File: src/rtl/add_sub_serial.sv
// ---------------------------------------------------------------------------
// add_sub_serial
// Digit-serial adder/subtractor with valid/ready handshakes on both sides.
// One operand pair is accepted in IDLE, DIGIT bits are summed per clock over
// WIDTH/DIGIT steps in BUSY, and the result is held in DONE until the
// consumer takes it. Subtraction is A + ~B + 1 (carry-in seeded with sub).
//
// Ports:
//   clk        rising-edge clock
//   rst_n      asynchronous active-low reset
//   in_valid   operand pair valid
//   in_ready   block can accept operands (decode of IDLE)
//   a, b       WIDTH-bit operands
//   sub        0: A+B, 1: A-B
//   out_valid  result valid (registered)
//   out_ready  consumer accepts result
//   sum        WIDTH-bit result modulo 2^WIDTH (registered)
//   cout       carry out of MSB; on subtract 1 means no borrow
//   ovf        signed overflow (carry into MSB xor carry out of MSB)
//   zero       sum == 0
// ---------------------------------------------------------------------------
module add_sub_serial #(
    parameter int WIDTH = 8,
    parameter int DIGIT = 2
) (
    input  logic             clk,
    input  logic             rst_n,
    input  logic             in_valid,
    output logic             in_ready,
    input  logic [WIDTH-1:0] a,
    input  logic [WIDTH-1:0] b,
    input  logic             sub,
    output logic             out_valid,
    input  logic             out_ready,
    output logic [WIDTH-1:0] sum,
    output logic             cout,
    output logic             ovf,
    output logic             zero
);

    localparam int N     = WIDTH / DIGIT;
    localparam int CNT_W = (N > 1) ? $clog2(N) : 1;
    localparam logic [CNT_W-1:0] LAST_K = CNT_W'(N - 1);

    generate
        if (WIDTH < 2) begin : g_bad_width
            $error("add_sub_serial: WIDTH must be at least 2");
        end
        if ((DIGIT < 1) || ((WIDTH % DIGIT) != 0)) begin : g_bad_digit
            $error("add_sub_serial: WIDTH must be a multiple of DIGIT");
        end
    endgenerate

    typedef enum logic [1:0] {
        IDLE = 2'd0,
        BUSY = 2'd1,
        DONE = 2'd2
    } state_t;

    state_t             state_q, state_d;
    logic [WIDTH-1:0]   a_q, a_d;
    logic [WIDTH-1:0]   b_q, b_d;      // already inverted for subtract
    logic               carry_q, carry_d;
    logic [CNT_W-1:0]   k_q, k_d;
    logic [WIDTH-1:0]   acc_q, acc_d;  // working sum filled digit by digit
    logic [WIDTH-1:0]   sum_q, sum_d;
    logic               cout_q, cout_d;
    logic               ovf_q, ovf_d;
    logic               zero_q, zero_d;
    logic               out_valid_q, out_valid_d;

    int                 idx_s;
    logic [DIGIT-1:0]   a_dig_s;
    logic [DIGIT-1:0]   b_dig_s;
    logic [DIGIT:0]     dsum_s;
    logic               cin_msb_s;
    logic [WIDTH-1:0]   acc_step_s;

    assign idx_s   = int'(k_q) * DIGIT;
    assign a_dig_s = a_q[idx_s +: DIGIT];
    assign b_dig_s = b_q[idx_s +: DIGIT];
    assign dsum_s  = {1'b0, a_dig_s} + {1'b0, b_dig_s} + {{DIGIT{1'b0}}, carry_q};
    // Carry into the top bit of the digit, recovered from that bit's sum;
    // only meaningful on the final (MSB) digit step.
    assign cin_msb_s = dsum_s[DIGIT-1] ^ a_dig_s[DIGIT-1] ^ b_dig_s[DIGIT-1];

    // Working sum with the current digit result merged in.
    always_comb begin
        acc_step_s = acc_q;
        acc_step_s[idx_s +: DIGIT] = dsum_s[DIGIT-1:0];
    end

    // Next-state and datapath control for the IDLE/BUSY/DONE sequence.
    always_comb begin
        state_d     = state_q;
        a_d         = a_q;
        b_d         = b_q;
        carry_d     = carry_q;
        k_d         = k_q;
        acc_d       = acc_q;
        sum_d       = sum_q;
        cout_d      = cout_q;
        ovf_d       = ovf_q;
        zero_d      = zero_q;
        out_valid_d = out_valid_q;
        case (state_q)
            IDLE: begin
                if (in_valid) begin
                    a_d     = a;
                    b_d     = sub ? ~b : b;
                    carry_d = sub;
                    k_d     = '0;
                    acc_d   = '0;
                    state_d = BUSY;
                end else begin
                    state_d = IDLE;
                end
            end
            BUSY: begin
                acc_d   = acc_step_s;
                carry_d = dsum_s[DIGIT];
                if (k_q == LAST_K) begin
                    k_d         = '0;
                    sum_d       = acc_step_s;
                    cout_d      = dsum_s[DIGIT];
                    ovf_d       = cin_msb_s ^ dsum_s[DIGIT];
                    zero_d      = (acc_step_s == '0);
                    out_valid_d = 1'b1;
                    state_d     = DONE;
                end else begin
                    k_d = k_q + CNT_W'(1);
                end
            end
            DONE: begin
                if (out_ready) begin
                    out_valid_d = 1'b0;
                    state_d     = IDLE;
                end else begin
                    state_d = DONE;
                end
            end
            default: begin
                out_valid_d = 1'b0;
                state_d     = IDLE;
            end
        endcase
    end

    // State, operand, working and result registers.
    always_ff @(posedge clk or negedge rst_n) begin
        if (!rst_n) begin
            state_q     <= IDLE;
            a_q         <= '0;
            b_q         <= '0;
            carry_q     <= 1'b0;
            k_q         <= '0;
            acc_q       <= '0;
            sum_q       <= '0;
            cout_q      <= 1'b0;
            ovf_q       <= 1'b0;
            zero_q      <= 1'b0;
            out_valid_q <= 1'b0;
        end else begin
            state_q     <= state_d;
            a_q         <= a_d;
            b_q         <= b_d;
            carry_q     <= carry_d;
            k_q         <= k_d;
            acc_q       <= acc_d;
            sum_q       <= sum_d;
            cout_q      <= cout_d;
            ovf_q       <= ovf_d;
            zero_q      <= zero_d;
            out_valid_q <= out_valid_d;
        end
    end

    assign in_ready  = (state_q == IDLE);
    assign out_valid = out_valid_q;
    assign sum       = sum_q;
    assign cout      = cout_q;
    assign ovf       = ovf_q;
    assign zero      = zero_q;

endmodule
File: config.mk
export PLATFORM = sky130hd
export DESIGN_NAME = add_sub_serial
export DESIGN_NICKNAME = d
export VERILOG_FILES = /design/src/rtl/add_sub_serial.sv
export SDC_FILE = /design/constraint.sdc
export NUM_CORES = 1
export LEC_CHECK = 0
export CORE_ASPECT_RATIO = 0.75
export CORE_MARGIN = 2
export CORE_UTILIZATION = 39
export DETAILED_ROUTE_END_ITERATION = 10
export DONT_BUFFER_PORTS = 1
export GPL_TIMING_DRIVEN = 0
export PLACE_DENSITY = 0.64
export SETUP_SLACK_MARGIN = 0.1
export SLEW_MARGIN = 20
export SYNTH_ARGS = -nofsm -noshare
export SYNTH_HDL_FRONTEND = slang
export SYNTH_SLANG_ARGS = --single-unit
File: constraint.sdc
create_clock -name clk -period 6.8 [get_ports clk]
set_clock_uncertainty 0.2 [all_clocks]
set_input_delay 1.02 -clock clk [delete_from_list [all_inputs] [get_ports clk]]
set_output_delay 1.02 -clock clk [all_outputs]
set_load 0.01 [all_outputs]
==> key figures <==
Detailed routing
  • Antenna Nets Post-Route: 0
  • Wirelength, routed: slightly above 4 mm
  • Avg Vias per Cell: 5.11
  • Initial detailed-routing violation count: 63
  • Drt pass-1 iters: 4
  • DRC Markers: 0
  • Total number of vias: 1450
  • Wire per inst: 14.6 µm

Clock tree
  • Clock transition at path regs: 80 ps
  • Num CTS Buffers: 5
  • Clk_lat worst skew: ~290 ps
  • Htree depth: 2
  • TritonCTS clock tree: built
  • Resized cells post-CTS: 0
  • Sink Count: 41
  • Hold_buf cts: 0
  • Post-CTS setup buffers: 0
  • Clock buffer depth: 2
  • Root buffer cell: clkbuf_8

Global route
  • GRT Residual Overflow: 0
  • First-pass GRT wire length: 7.20 mm
  • Vias in the first global route: 1473
  • Initial antenna violation count: 0
  • Pin count of the biggest net entering global routing: 42
  • Total Routing Usage GR: 0.162

Power
  • Clock share of power: 0.154
  • Sw Ratio: 0.423
  • Worst IR drop on VDD: 0.000244 V
  • P_sw: about 560 µW
  • Final Power: 1.32 mW
  • Comb pwr share: 0.516
  • Pwr per Cell Area: 588 mW/mm²
  • Part of the power in registers: 0.330
  • Int Power: ~760 µW
  • Static Leak: between 0.9 and 1 nW

Placed design
  • Port buffer count: 0
  • Placed insts: around 280
  • DP Wirelength: between 2 and 3 mm
  • Gpl congestion: 0.829
  • Area post-placement: 0.00213 mm²
  • Dpl ws: 3380 ps

Setup path
  • Setup CP Type: reg2reg
  • CP top delay family: adder cells
  • CP Buf/Inv Count: 2
  • CP max stage delay: 550 ps
  • Worst-path fanout max: 10
  • Worst Path Arrival: ~3400 ps
  • Setup crit end kind: register
  • WP data required: 6780 ps
  • Slowest cell on crit path: mux4_2
  • Worst-path cell chain: buf_2 -> mux4_2 -> fa_1 -> inv_1 -> fa_1 -> xnor2_1 -> xnor2_2 -> xnor2_1 -> o21ai_1
  • Crit path launch type: register

Layout
  • FILL cells: 502
  • Finished Layout Cells: between 200 and 300
  • Final instance area: 0.00225 mm²
  • Share of post-route cells with drive strength above 1: 0.0849
  • Nets: 240
  • Antenna Cells: 0
  • Area Overhead vs Synth: 10.1%

Logic synthesis
  • Compound-Gate Fraction of Synth Area: 0.116
  • Mapped Nets: 233
  • Mux contribution to synthesized area: 0.0612
  • Sequential share of the synthesized area: 0.502
  • Synth Area in XOR/XNOR: 0.0508
  • Async S/R FF share, synth: 1.00
  • Netlist cell types: 35
  • Simple-gate portion of the synthesized area: 0.180
  • Post-synth EDFFs: 0
  • Largest family of logic cells by synthesized area: simple AND/OR/NAND/NOR gates
  • Warnings from Yosys: 0
  • Syn Inst Count: about 200
  • Ys flop type: dfrtp_1
  • Synthesized flop and latch total: 41
  • Syn avg cell area: around 10 µm²
  • Synth Area in Adders: 0.0563
  • Synth Cell Area: 0.00204 mm²

STA
  • RSZ-0062 raised after global routing: no
  • Final setup vio count: 0
  • Slew @ Worst Pin: about 600 ps
  • Max Clock Freq: 0.295 GHz
  • Period utilization: 0.499
  • Final Hold Vio Count: 0
  • Worst setup margin: 3400 ps
  • Relative slew margins: 0.602
  • Min Tclk post-route: 3400 ps
  • TNS Setup: 0 ps
  • Max Transition Viols Final: 0

Floorplanning
  • Starting Density: 0.410
  • DIE HEIGHT: 66.7 µm
  • # IOs: 34
  • FP Rows: 22
  • Chip width: 87.6 µm
  • Full die area: between 0.005 and 0.006 mm²
  • Core Footprint: 0.00498 mm²

Worst hold path
  • Min-Delay Path Class: in2async

Run
  • Max Cap Viol: 0

Run status
  • Run status: finished clean
[layer usage]
layer  vias to the layer above  share of wire  global-route usage  wire length [µm]
li1                        705              -                   -                 -
met1                       700           0.52               0.239              2150
met2                        40           0.41               0.227              1710
met3                         5          0.057              0.0446               238
met4                         0          0.011              0.0558                44
met5                         -              0                   0                 0
[cells in the final DEF, fill, tap and decap left out, drive strengths merged]
master,count
xnor2,11
nor4bb,1
nand3b,1
dfrtp,41
nand4,2
nand3,10
nor2b,7
mux4,4
mux2,1
bufinv,1
a21oi,12
a31oi,2
o22ai,1
o211ai,1
nand2b,3
ha,6
o21ai,20
inv,7
mux2i,2
nor4b,1
buf,4
nor2,12
nor3b,2
nand2,38
a211oi,1
and3b,1
a41oi,1
fa,2
clkbuf,13
o31ai,2
a22o,1
o21ba,1
[metrics by stage]
step	hold slack (ps)	utilization
2_1_floorplan	240	-
3_3_place_gp	254	0.428
3_5_place_dp	257	0.428
4_1_cts	203	0.452
5_1_grt	191	0.452
6_report	211	0.452
[Yosys cell counts, types with 3 or more instances]
library cell	instances	area (µm²)
nor2b_1	7	43.8
xnor2_1	10	87.6
nand2_1	38	143
ha_1	6	75.1
clkbuf_1	6	22.5
buf_2	4	20.0
a21oi_1	12	60.1
dfrtp_1	41	1030
nor2_1	12	45.0
o21ai_0	19	95.1
mux4_2	3	67.6
nand2b_1	3	18.8
inv_1	7	26.3
nand3_1	10	50.1
[final timing paths]
path,start,endpoint,slack (ps),cells after the start
worst max-delay path,k_q[0],ovf,3400,9
worst min-delay path,rst_n,acc_q[3],210,0
worst max register to register,k_q[0],ovf,3400,9
worst min register to register,a_q[6],a_q[6],270,2
max in group asynchronous,rst_n,acc_q[4],6100,0
min in group clk,a_q[6],a_q[6],270,2
[power by group through the flow]
stage | Combinational (mW) | Clock (mW) | Sequential, mW
after CTS | 0.683 | 0.209 | 0.438
after floorplan | 0.533 | 0 | 0.419
final | 0.682 | 0.204 | 0.437
after global placement | 0.669 | 0 | 0.439
after global routing | 0.765 | 0.223 | 0.454
after detailed placement | 0.681 | 0 | 0.443
[sequential cells by signal, indices dropped and copies added, names as in the netlist]
register / flops
carry_q: 1
a_q: 8
cout: 1
k_q: 2
b_q: 8
ovf: 1
out_valid: 1
state_q: 2
acc_q: 8
sum: 8
zero: 1
[cell families (layout without fill, tap and decap cells)]
family,Yosys count,count (layout)
adders and majority gates,8,8
and+or+nand+nor,78,78
AOI/OAI and AO/OA,42,42
buffers and inverters,17,25
DFF,41,41
xor gates and xnor gates,11,11
muxes,7,7
[layout make-up]
type / instances / area, µm² / area share
clock inverter: 1 / 30.0 / 0.0133
multi-input combinational: 146 / 948 / 0.422
inverter: 7 / 26.3 / 0.0117
buffer: 10 / 42.5 / 0.0189
sequential: 41 / 1030 / 0.456
clock buffer: 7 / 86.3 / 0.0384
tap: 72 / 90.1 / 0.0400
Power figures use the tool's default switching activity.
